[src/rtl/reg8file_reader_if.sv]
// Output stream of the register-file reader: one byte plus its register index.
// A beat transfers on a rising edge where out_valid and out_ready are both high.
interface reg8file_reader_if #(
    parameter int DW = 8,
    parameter int IW = 3
);
    logic          out_valid;
    logic          out_ready;
    logic [DW-1:0] out_data;
    logic [IW-1:0] out_idx;

    modport master (output out_valid, output out_data, output out_idx, input out_ready);
    modport slave  (input out_valid, input out_data, input out_idx, output out_ready);
endinterface

[src/rtl/reg8file_reader.sv]
// Read-side sequencer for the 8x8 register file: walks a latched mask in ascending
// index order, streams each selected byte with its index and keeps a mod-256 checksum.
module reg8file_reader #(
    parameter int NREG = 8,
    parameter int DW   = 8
) (
    input  logic               clk,
    input  logic               clr_n,
    input  logic               start,
    input  logic [NREG-1:0]    mask,
    output logic [2:0]         rsel,
    input  logic [DW-1:0]      q,
    reg8file_reader_if.master  stream,
    output logic               busy,
    output logic               done,
    output logic [DW-1:0]      sum,
    output logic [1:0]         dbg_state
);
    typedef enum logic [1:0] {IDLE = 2'd0, SCAN = 2'd1, SEND = 2'd2, FIN = 2'd3} state_t;

    state_t          state, state_nxt;
    logic [NREG-1:0] mask_r;
    logic [NREG-1:0] above;
    logic [DW-1:0]   acc;
    logic [3:0]      first_hit;
    logic [3:0]      next_hit;
    logic            hs;

    // Returns {found, index} of the lowest set bit.
    function automatic logic [3:0] lowest_set(input logic [NREG-1:0] m);
        lowest_set = 4'd0;
        for (int i = NREG - 1; i >= 0; i--) begin
            if (m[i]) lowest_set = {1'b1, i[2:0]};
        end
    endfunction

    always_comb begin
        above     = mask_r & (8'hFE << rsel);
        first_hit = lowest_set(mask);
        next_hit  = lowest_set(above);
        hs        = stream.out_valid & stream.out_ready;
        state_nxt = state;
        case (state)
            IDLE: if (start) state_nxt = (mask == '0) ? FIN : SCAN;
            SCAN: state_nxt = SEND;
            SEND: if (hs) state_nxt = next_hit[3] ? SCAN : FIN;
            FIN:  state_nxt = IDLE;
            default: state_nxt = IDLE;
        endcase
    end

    always_ff @(posedge clk or negedge clr_n) begin
        if (!clr_n) begin
            state            <= IDLE;
            rsel             <= '0;
            mask_r           <= '0;
            acc              <= '0;
            sum              <= '0;
            stream.out_valid <= 1'b0;
            stream.out_data  <= '0;
            stream.out_idx   <= '0;
        end else begin
            state <= state_nxt;
            case (state)
                IDLE: begin
                    if (start) begin
                        mask_r <= mask;
                        acc    <= '0;
                        if (first_hit[3]) rsel <= first_hit[2:0];
                    end
                end
                // rsel has been stable a full cycle, so the file's q is settled here.
                SCAN: begin
                    stream.out_data  <= q;
                    stream.out_idx   <= rsel;
                    stream.out_valid <= 1'b1;
                    acc              <= acc + q;
                end
                SEND: begin
                    if (hs) begin
                        stream.out_valid <= 1'b0;
                        if (next_hit[3]) rsel <= next_hit[2:0];
                    end
                end
                FIN:     sum <= acc;
                default: ;
            endcase
        end
    end

    assign busy      = (state != IDLE);
    assign done      = (state == FIN);
    assign dbg_state = state;
endmodule

[src/flat_wrapper.sv]
// flat-port wrapper written by rule: the top's interface ports become plain ports
module reg8file_reader_flat 
#(
    parameter int NREG = 8,
    parameter int DW   = 8
)
  (clk, clr_n, start, mask, rsel, q, busy, done, sum, dbg_state, stream_out_valid, stream_out_data, stream_out_idx, stream_out_ready);
  reg8file_reader_if #(.DW(DW)) stream_i ();
  input  logic clk;
  input  logic clr_n;
  input  logic start;
  input  logic [NREG-1:0] mask;
  output logic [2:0] rsel;
  input  logic [DW-1:0] q;
  output logic busy;
  output logic done;
  output logic [DW-1:0] sum;
  output logic [1:0] dbg_state;
  output wire logic [$bits(stream_i.out_valid)-1:0] stream_out_valid;
  output wire logic [$bits(stream_i.out_data)-1:0] stream_out_data;
  output wire logic [$bits(stream_i.out_idx)-1:0] stream_out_idx;
  input wire logic [$bits(stream_i.out_ready)-1:0] stream_out_ready;
  assign stream_out_valid = stream_i.out_valid;
  assign stream_out_data = stream_i.out_data;
  assign stream_out_idx = stream_i.out_idx;
  assign stream_i.out_ready = stream_out_ready;
  reg8file_reader #(.NREG(NREG), .DW(DW)) u_core (.clk(clk), .clr_n(clr_n), .start(start), .mask(mask), .rsel(rsel), .q(q), .stream(stream_i), .busy(busy), .done(done), .sum(sum), .dbg_state(dbg_state));
endmodule
[config.mk]
export PLATFORM = sky130hd
export DESIGN_NAME = reg8file_reader_flat
export DESIGN_NICKNAME = d
export VERILOG_FILES = /design/src/rtl/reg8file_reader_if.sv /design/src/rtl/reg8file_reader.sv /design/src/flat_wrapper.sv
export SDC_FILE = /design/constraint.sdc
export NUM_CORES = 1
export LEC_CHECK = 0
export BUFFER_PORTS_ARGS = -buffer_cell sky130_fd_sc_hd__buf_2
export CAP_MARGIN = 10
export CORE_ASPECT_RATIO = 1.4
export CORE_MARGIN = 1
export CORE_UTILIZATION = 38
export CTS_CLUSTER_SIZE = 16
export DETAILED_ROUTE_END_ITERATION = 6
export GPL_TIMING_DRIVEN = 0
export PLACE_DENSITY = 0.71
export SLEW_MARGIN = 15
export SYNTH_ARGS = -nofsm -noshare
export SYNTH_HDL_FRONTEND = slang
export SYNTH_SLANG_ARGS = --single-unit
[constraint.sdc]
create_clock -name clk -period 2 [get_ports clk]
set_input_delay 0.1 -clock clk [delete_from_list [all_inputs] [get_ports clk]]
set_output_delay 0.1 -clock clk [all_outputs]
set_load 0.1 [all_outputs]
==> results.json, run 1 <==
{
  "crit_fanout": 3,
  "p_switching_w": 0.00229,
  "whs_path_depth": 2,
  "comb_power_share_pct": 54.3,
  "synth_top_area_cell": "dfrtp_1",
  "hold_ws_ns": 0.0623,
  "synthAdderAreaFrac_pct": 5.27,
  "cap_violations": 0,
  "p_clk_share_pct": 16.8,
  "grtUsageMet2_pct": 28.6,
  "synthMuxAreaShare_pct": 13.9,
  "fillers": 474,
  "start_util_pct": 39.6,
  "setup_violations": 0,
  "grtUsageMet3_pct": 3.87,
  "syn_inst": 194,
  "critical_path_required_ns": 2.17,
  "routedWlPerCell_um": 14.2,
  "fmax_mhz": 524,
  "cts_tree": "built",
  "ir_drop_v": 0.00106,
  "p_int_w": 0.00230,
  "die_area_um2": 5670,
  "grt_pass1_vias": 1503,
  "max_slew_margin_pct": 40.4,
  "antenna_left": 0,
  "overflow": 0,
  "antenna_found_initial": 0,
  "synth_seq_cells": 40,
  "hold_class": "primary input to register",
  "cts_made_buffers": 5,
  "place_ws_ns": -0.0479,
  "synth_top_family_by_area": "multiplexers",
  "p_seq_share_pct": 28.9,
  "r2r.worst_path.cells": 8,
  "timing.final.crit_period_ns": 1.91,
  "yosysSeqAreaShare_pct": 49.0,
  "syn_nets": 222,
  "h-tree-depth": 2,
  "synthSimpleGateAreaFrac_pct": 12.3,
  "power.share.switching_pct": 49.8,
  "clock_skew_ns": 0.00744,
  "root_buffer": "clkbuf_8",
  "synth.avg_cell_area_um2": 10.5,
  "synth_compound_area_share_pct": 13.4,
  "final.setup.worst_slack_ns": 0.0913,
  "avgViaCountPerCell": 5.16,
  "drive_above_1_share_pct": 39.4,
  "finalHoldViolCount": 0,
  "final_cell_mix": "buf_2, dfrtp_1, mux2_2",
  "grt_max_degree": 41,
  "antennaDiodeCount": 0,
  "std_cell_rows": 31,
  "final_max_slew_viol_count": 0,
  "clkTransAtPathRegs_ns": 0.08,
  "final_common_cell": "buf_2",
  "worstSetupPathType": "register to register",
  "final_nets": 279,
  "fin_crit_sh_pct": 95.4,
  "use_met1_pct": 19.6,
  "status": "complete, no violations",
  "endpoint_kind": "register",
  "synth_top_area_share_pct": 49.0,
  "ioPinCount": 47,
  "synthToLayoutAreaGrowth_pct": 28.2,
  "top_usage_layer": "met2",
  "dr.pass1.iters": 4,
  "io_buffers": 46,
  "num_vias": 1635,
  "core-area_um2": 5160,
  "drt-initial-drc-count": 55,
  "gp_congestion": 0.899,
  "worst_pin_slew_ns": 0.895,
  "leakage_nw": 1.26,
  "cp-start-kind": "register",
  "synth.distinct_cells": 38,
  "chipHeight_um": 88.7,
  "yosysWarningCount": 0,
  "power.density_nw_per_um2": 1750,
  "drc": 0,
  "grt_pass1_wl_um": 7110,
  "cts_max_path_buffers": 2,
  "insertion_delay_ns": 0.29,
  "cts.sinks": 40,
  "yosys-top-cells-area": "dfrtp_1, mux2_2, ha_1",
  "synth_xor_area_share_pct": 2.58,
  "dp_hpwl_um": 3190,
  "die_w_um": 63.9,
  "wl_um": 4500,
  "syn_area_um2": 2040,
  "cp.arrival_ns": 2.07,
  "grt_usage_pct": 16.6
}
==> cell usage after synthesis <==
library cell and instances:
a21o_1 1, a21oi_1 13, nand3_1 11, buf_2 1, mux2_4 1, a31oi_1 2, inv_1 12, xnor2_1 5
dfrtp_1 40, nand2b_1 5, nor2_1 13, a22o_1 1, and2_1 1, nor3_1 1, and4_1 1, nand2_1 14
o31ai_1 2, xor2_1 1, buf_1 1, o211ai_1 1, o22ai_1 2, o21bai_1 2, ha_1 7, o21ai_0 15
a31o_2 1, fa_1 1, a32oi_1 2, buf_4 1, nor3b_2 1, nor2b_1 3, a211o_1 1, o311a_1 1
mux2_2 22, clkbuf_1 3, or2_2 1, nor4_1 1, mux2i_1 2, o32ai_1 1
==> cells by family after synthesis <==
family	Yosys count
simple gates	52
compound gates	45
fa+ha+maj	8
xor+xnor	6
flops	40
mux	25
buf+inv	18
==> power groups by stage <==
stage	Clock [W]	Combinational, W	Sequential (W)
after detailed placement	0	0.00236	0.00132
after floorplan	0	0.000931	0.00233
final	0.000769	0.00249	0.00133
after CTS	0.000789	0.00238	0.00131
after global placement	0	0.00233	0.00131
after global routing	0.000824	0.00266	0.00136
==> metal layers <==
metal  up-vias  wire [µm]
met5         -          0
met4         0         73
met3         6        153
met2        40       2380
met1       788       1900
li1        801          -
==> registers in the layout, indices dropped and copies added (netlist names) <==
| name | cells |
|---|---|
| u_core.acc | 8 |
| u_core.dbg_state | 2 |
| u_core.mask_r | 7 |
| u_core.rsel | 3 |
| u_core.stream.out_data | 8 |
| u_core.stream.out_idx | 3 |
| u_core.stream.out_valid | 1 |
| u_core.sum | 8 |
==> area by class of cell <==
| type | count | area, µm² | area share (%) |
|---|---|---|---|
| clock inverter | 2 | 60.1 | 2.30 |
| sequential | 40 | 1010 | 38.8 |
| multi-input combinational | 136 | 1040 | 39.9 |
| inverter | 12 | 45.0 | 1.72 |
| timing repair buffer | 50 | 263 | 10.0 |
| tap | 66 | 82.6 | 3.16 |
| buffer | 6 | 37.5 | 1.43 |
| clock buffer | 5 | 68.8 | 2.63 |
==> what timing repair did <==
item | 4_1_cts | 5_1_grt
hold endpoints to repair | 40 | 0
endpoints found under the setup margin | 1 | 3
gates resized for setup | 2 | 9
setup buffers | 0 | 3
pin swaps | 0 | 5
hold buffers | 1 | 0
==> final timing paths <==
path | slack [ns] | start | endpoint
setup reg to reg | 0.09 | u_core.acc[0] | u_core.acc[6]
max in group asynchronous | 0.87 | clr_n | u_core.rsel[1]
hold reg to reg | 0.50 | u_core.stream.out_idx[1] | u_core.stream.out_idx[1]
hold / removal | 0.06 | q[5] | u_core.stream.out_data[5]
setup / recovery | 0.09 | u_core.acc[0] | u_core.acc[6]
min in group asynchronous | 0.47 | clr_n | u_core.mask_r[1]
==> critical path, cell delays in order (launching register included) <==
cell and delay, ns:
dfrtp_1 0.41, ha_2 0.20, fa_2 0.35, a21o_1 0.17, a21oi_2 0.16, o21bai_1 0.09
a21oi_1 0.16, xor2_1 0.15, o21ai_0 0.08
==> metrics by stage <==
step                cells  setup TNS, ns  area (µm²)  power, W  utilization [%]
CTS                   314              0        2530   0.00448             49.0
finish                317              0        2620   0.00459             50.7
global route          317        -0.0789        2620   0.00484             50.7
global placement      306        -0.0453        2380   0.00364             46.2
detailed placement    306        -0.0479        2380   0.00368             46.2
floorplan             194              0        2070   0.00326                -
Note: power is estimated with default switching activity, not from simulation.
==> inputs of run 2 (changes only) <==
==> constraint.sdc (replaced) <==
create_clock -name clk -period 2 [get_ports clk]
set_input_delay 0.3 -clock clk [delete_from_list [all_inputs] [get_ports clk]]
set_output_delay 0.3 -clock clk [all_outputs]
set_load 0.1 [all_outputs]
==> results.json, run 2 (synthesis results as in run 1) <==
{
  "status": "complete, no violations",
  "cap_violations": 0,
  "wl_um": 4520,
  "cts.sinks": 40,
  "r2r-end": "u_core.acc[6]",
  "root_buffer": "clkbuf_8",
  "die_area_um2": 5670,
  "io_buffers": 46,
  "fin_tns_setup_ns": 0,
  "leakage_nw": 1.25,
  "cp.arrival_ns": 2.09,
  "core-area_um2": 5160,
  "cp-start-kind": "register",
  "r2r_slack_ns": 0.07,
  "timing.final.crit_period_ns": 1.93,
  "worstSetupPathType": "register to register",
  "crit_family": "compound AO/OA/AOI/OAI gates",
  "grt_pass1_vias": 1503,
  "avgViaCountPerCell": 5.17,
  "use_met1_pct": 19.6,
  "cts_tree": "built",
  "std_cell_rows": 31,
  "chipHeight_um": 88.7,
  "dpl_cell_area_um2": 2380,
  "setup_violations": 0,
  "cts_max_path_buffers": 2,
  "fin_util_pct": 50.6,
  "grt_pass1_wl_um": 7110,
  "r2r.worst_path.cells": 8,
  "hold_class": "primary input to asynchronous set/reset pin",
  "crit_buf_inv": 0,
  "r2r-start": "u_core.acc[0]",
  "fin_crit_sh_pct": 96.3,
  "routedWlPerCell_um": 14.3,
  "ir_drop_v": 0.00106,
  "crit_slowest_cell": "dfrtp_1",
  "fillers": 474,
  "top_usage_layer": "met2",
  "critPathMaxStageDelay_ns": 0.41,
  "ioPinCount": 47,
  "clkTransAtPathRegs_ns": 0.08,
  "drive_above_1_share_pct": 39.6,
  "dp_hpwl_um": 3190,
  "dr.pass1.iters": 4,
  "power.density_nw_per_um2": 1760,
  "crit_path_start": "u_core.acc[0]",
  "grt_usage_pct": 16.6,
  "max_slew_margin_pct": 40.4,
  "grtUsageMet2_pct": 28.6,
  "gp_congestion": 0.899,
  "clock_skew_ns": 0.00563,
  "cts_made_buffers": 5,
  "final_common_cell": "buf_2",
  "top_regs": "u_core.acc: 8 flops, u_core.stream.out_data: 8 flops, u_core.sum: 8 flops",
  "worst_pin_slew_ns": 0.894,
  "h-tree-depth": 2,
  "finalHoldViolCount": 0,
  "overflow": 0,
  "start_util_pct": 39.6,
  "antennaDiodeCount": 0,
  "drt-initial-drc-count": 57,
  "final_max_slew_viol_count": 0,
  "synthToLayoutAreaGrowth_pct": 27.8,
  "cts_hold_buf": 0,
  "final_nets": 278,
  "die_w_um": 63.9,
  "worstPathCellList": "ha_2 -> fa_2 -> a21o_1 -> a21oi_2 -> o21bai_1 -> a21oi_1 -> xor2_1 -> o21ai_0",
  "critical_path_required_ns": 2.16,
  "num_vias": 1635,
  "insertion_delay_ns": 0.29,
  "crit_fanout": 3,
  "grtUsageMet3_pct": 3.87,
  "antenna_found_initial": 0,
  "design_area_um2": 2610,
  "grt_max_degree": 41,
  "dp_cells": 306,
  "endpoint_kind": "register",
  "antenna_left": 0,
  "final_cells": 316,
  "final_cell_mix": "buf_2, dfrtp_1, mux2_2",
  "fmax_mhz": 519,
  "drc": 0
}
-- run 2: cell count changes in the layout (fill, tap and decap cells not counted), sizes merged --
cell         delta
buf             -1
clkbuf          +1
dlygate4sd3     -1
-- run 2: layer usage --
layer,wire (µm),up-vias
met5,0,-
met4,79,0
met3,165,9
met2,2370,43
li1,-,797
met1,1910,786
-- run 2: report_power, final --
group	internal (W)	switching, W	total, W
clock	0.000491	0.000283	0.000774
combinational	0.000726	0.00177	0.00249
sequential	0.00108	0.000243	0.00133
-- run 2: layout make-up --
class / count / area, µm² / share of cell area, %
inverter: 12 / 45.0 / 1.73
multi-input combinational: 136 / 1040 / 40.0
buffer: 6 / 37.5 / 1.44
clock buffer: 5 / 68.8 / 2.64
timing repair buffer: 49 / 255 / 9.78
sequential: 40 / 1010 / 38.9
tap: 66 / 82.6 / 3.17
clock inverter: 2 / 60.1 / 2.30
-- run 2: timing repair --
action / CTS / global route
resized for setup: 2 / 10
buffers inserted: 0 / 3
pin swaps: 0 / 5
setup endpoints to repair: 1 / 4
-- run 2: stage by stage --
| stage | hold WS [ns] | worst slack [ns] | total power, W |
|---|---|---|---|
| after floorplan | 0.00441 | 0.000128 | 0.00326 |
| after global placement | 0.477 | -0.0867 | 0.00364 |
| after detailed placement | 0.482 | -0.0702 | 0.00368 |
| after CTS | 0.161 | 0.0309 | 0.00448 |
| after global routing | 0.205 | -0.0625 | 0.00484 |
| final | 0.126 | 0.0734 | 0.00459 |
-- run 2: how the worst max path moves through the flow --
stage                                end  slack (ns)  cells past startpoint
after floorplan           u_core.rsel[0]      0.0001                      6
after global placement     u_core.acc[6]       -0.09                      9
after detailed placement   u_core.acc[6]       -0.07                      9
after CTS                  u_core.acc[7]        0.03                      7
after global routing       u_core.acc[7]       -0.06                      7
final                      u_core.acc[6]        0.07                      8
==> inputs of run 3 (changes only) <==
- PLACE_DENSITY: 0.71 -> not set
- PLACE_DENSITY_LB_ADDON: not set -> 0.15
==> results.json, run 3 (synthesis results as in run 1) <==
{
  "status": "complete, no violations",
  "wl_met1_um": 1830,
  "wl_met3_um": 189,
  "grt_pass1_vias": 1571,
  "fin_crit_sh_pct": 94.9,
  "top_layer": "met4",
  "clkTransAtPathRegs_ns": 0.08,
  "met2_length_um": 2350,
  "cts_tree": "built",
  "ioPinCount": 47,
  "worst_pin_slew_ns": 0.934,
  "dr.pass1.iters": 4,
  "setup_violations": 0,
  "synthToLayoutAreaGrowth_pct": 25.3,
  "leakage_nw": 1.22,
  "r2r_slack_ns": 0.10,
  "crit_buf_inv": 0,
  "h-tree-depth": 2,
  "cts_max_path_buffers": 2,
  "clock_skew_ns": 0.0103,
  "cp.arrival_ns": 2.07,
  "cts.sinks": 40,
  "critPathCapture": "u_core.acc[6]",
  "cap_violations": 0,
  "drive_above_1_share_pct": 39.5,
  "drt-initial-drc-count": 83,
  "r2r.worst_path.cells": 8,
  "fillers": 490,
  "place_ws_ns": -0.0939,
  "timing.final.crit_period_ns": 1.90,
  "cp-start-kind": "register",
  "routedWlPerCell_um": 14.2,
  "avgViaCountPerCell": 5.15,
  "antennaDiodeCount": 0,
  "post_cts_buffers": 0,
  "final_max_slew_viol_count": 0,
  "final_cell_mix": "buf_2, dfrtp_1, mux2_2",
  "max_slew_margin_pct": 37.7,
  "root_buffer": "clkbuf_8",
  "std_cell_rows": 31,
  "ir_drop_v": 0.00118,
  "grt_usage_pct": 17.2,
  "crit_family": "compound AO/OA/AOI/OAI gates",
  "grt_max_degree": 41,
  "wl_um": 4460,
  "num_vias": 1617,
  "cts_made_buffers": 5,
  "io_buffers": 46,
  "crit_fanout": 3,
  "grt_pass1_wl_um": 7330,
  "antenna_left": 0,
  "die_w_um": 63.9,
  "worstPathCellList": "ha_4 -> fa_2 -> a21o_1 -> a21oi_2 -> o21bai_1 -> a21oi_1 -> xor2_1 -> o21ai_1",
  "dp_hpwl_um": 3260,
  "r2r-end": "u_core.acc[6]",
  "top_regs": "u_core.acc: 8 flops, u_core.stream.out_data: 8 flops, u_core.sum: 8 flops",
  "die_area_um2": 5670,
  "antenna_found_initial": 0,
  "crit_path_start": "u_core.acc[0]",
  "final_common_cell": "buf_2",
  "fmax_mhz": 527,
  "start_util_pct": 39.6,
  "total_power_w": 0.00433,
  "worstSetupPathType": "register to register",
  "cp.depth": 8,
  "chipHeight_um": 88.7,
  "gp_congestion": 0.823,
  "endpoint_kind": "register",
  "fin_tns_setup_ns": 0,
  "power.density_nw_per_um2": 1690,
  "cts_hold_buf": 0,
  "final.setup.worst_slack_ns": 0.101,
  "rsz0062_at_grt": "yes",
  "overflow": 0,
  "core-area_um2": 5160,
  "finalHoldViolCount": 0,
  "crit_slowest_cell": "dfrtp_1",
  "hold_class": "primary input to asynchronous set/reset pin",
  "drc": 0,
  "critical_path_required_ns": 2.17,
  "final_nets": 275,
  "r2r-start": "u_core.acc[0]",
  "critPathMaxStageDelay_ns": 0.42,
  "insertion_delay_ns": 0.30
}
-- run 3: layer usage --
| layer | vias to the layer above | GRT usage (%) |
|---|---|---|
| li1 | 792 | - |
| met1 | 772 | 19.7 |
| met2 | 45 | 30.7 |
| met3 | 8 | 3.35 |
| met4 | 0 | 8.68 |
| met5 | - | 0 |
-- run 3: how the worst min path moves through the flow --
stage | from | to | cells after the start
after global placement | clr_n | u_core.sum[3] | 1
after detailed placement | u_core.stream.out_idx[1] | u_core.stream.out_idx[1] | 2
after floorplan | clr_n | u_core.acc[0] | 0
final | clr_n | u_core.stream.out_data[3] | 1
after global routing | clr_n | u_core.sum[3] | 1
after CTS | clr_n | u_core.stream.out_data[3] | 1
-- run 3: power by group --
group          switching [W]  leakage [nW]  internal (W)
registers           0.000241         0.500       0.00108
clock network       0.000289        0.0510      0.000276
logic                0.00174         0.673      0.000696
-- run 3: worst register-to-register path: cells and delay by family, from the launching register on --
kind	cells	cell delay [ns]
AO/OA/AOI/OAI	5	0.67
XOR/XNOR	1	0.16
adder cells (fa/ha/maj)	2	0.55
flip-flops	1	0.42
-- run 3: repair_timing --
action	in CTS	in global routing
gates resized for setup	2	12
setup endpoints to repair	1	4
pin swaps	0	6
gates cloned	0	0
hold endpoints to repair	0	0
-- run 3: area by class of cell --
class | count | area [µm²] | share of cell area (%)
flip-flops and latches | 40 | 1010 | 39.7
plain buffers | 6 | 37.5 | 1.47
repair buffers | 46 | 233 | 9.10
well taps | 66 | 82.6 | 3.23
clock inverters | 2 | 10.0 | 0.392
clock buffers | 6 | 82.6 | 3.23
inverters | 12 | 45.0 | 1.76
multi-input cells | 136 | 1050 | 41.1
-- run 3: through the flow --
stage | utilization, % | area (µm²) | hold slack, ns | cells
floorplan | - | 2070 | 0.00441 | 194
global placement | 46.2 | 2380 | 0.481 | 306
detailed placement | 46.2 | 2380 | 0.474 | 306
CTS | 48.1 | 2480 | 0.167 | 314
global route | 49.6 | 2560 | 0.222 | 314
finish | 49.6 | 2560 | 0.131 | 314
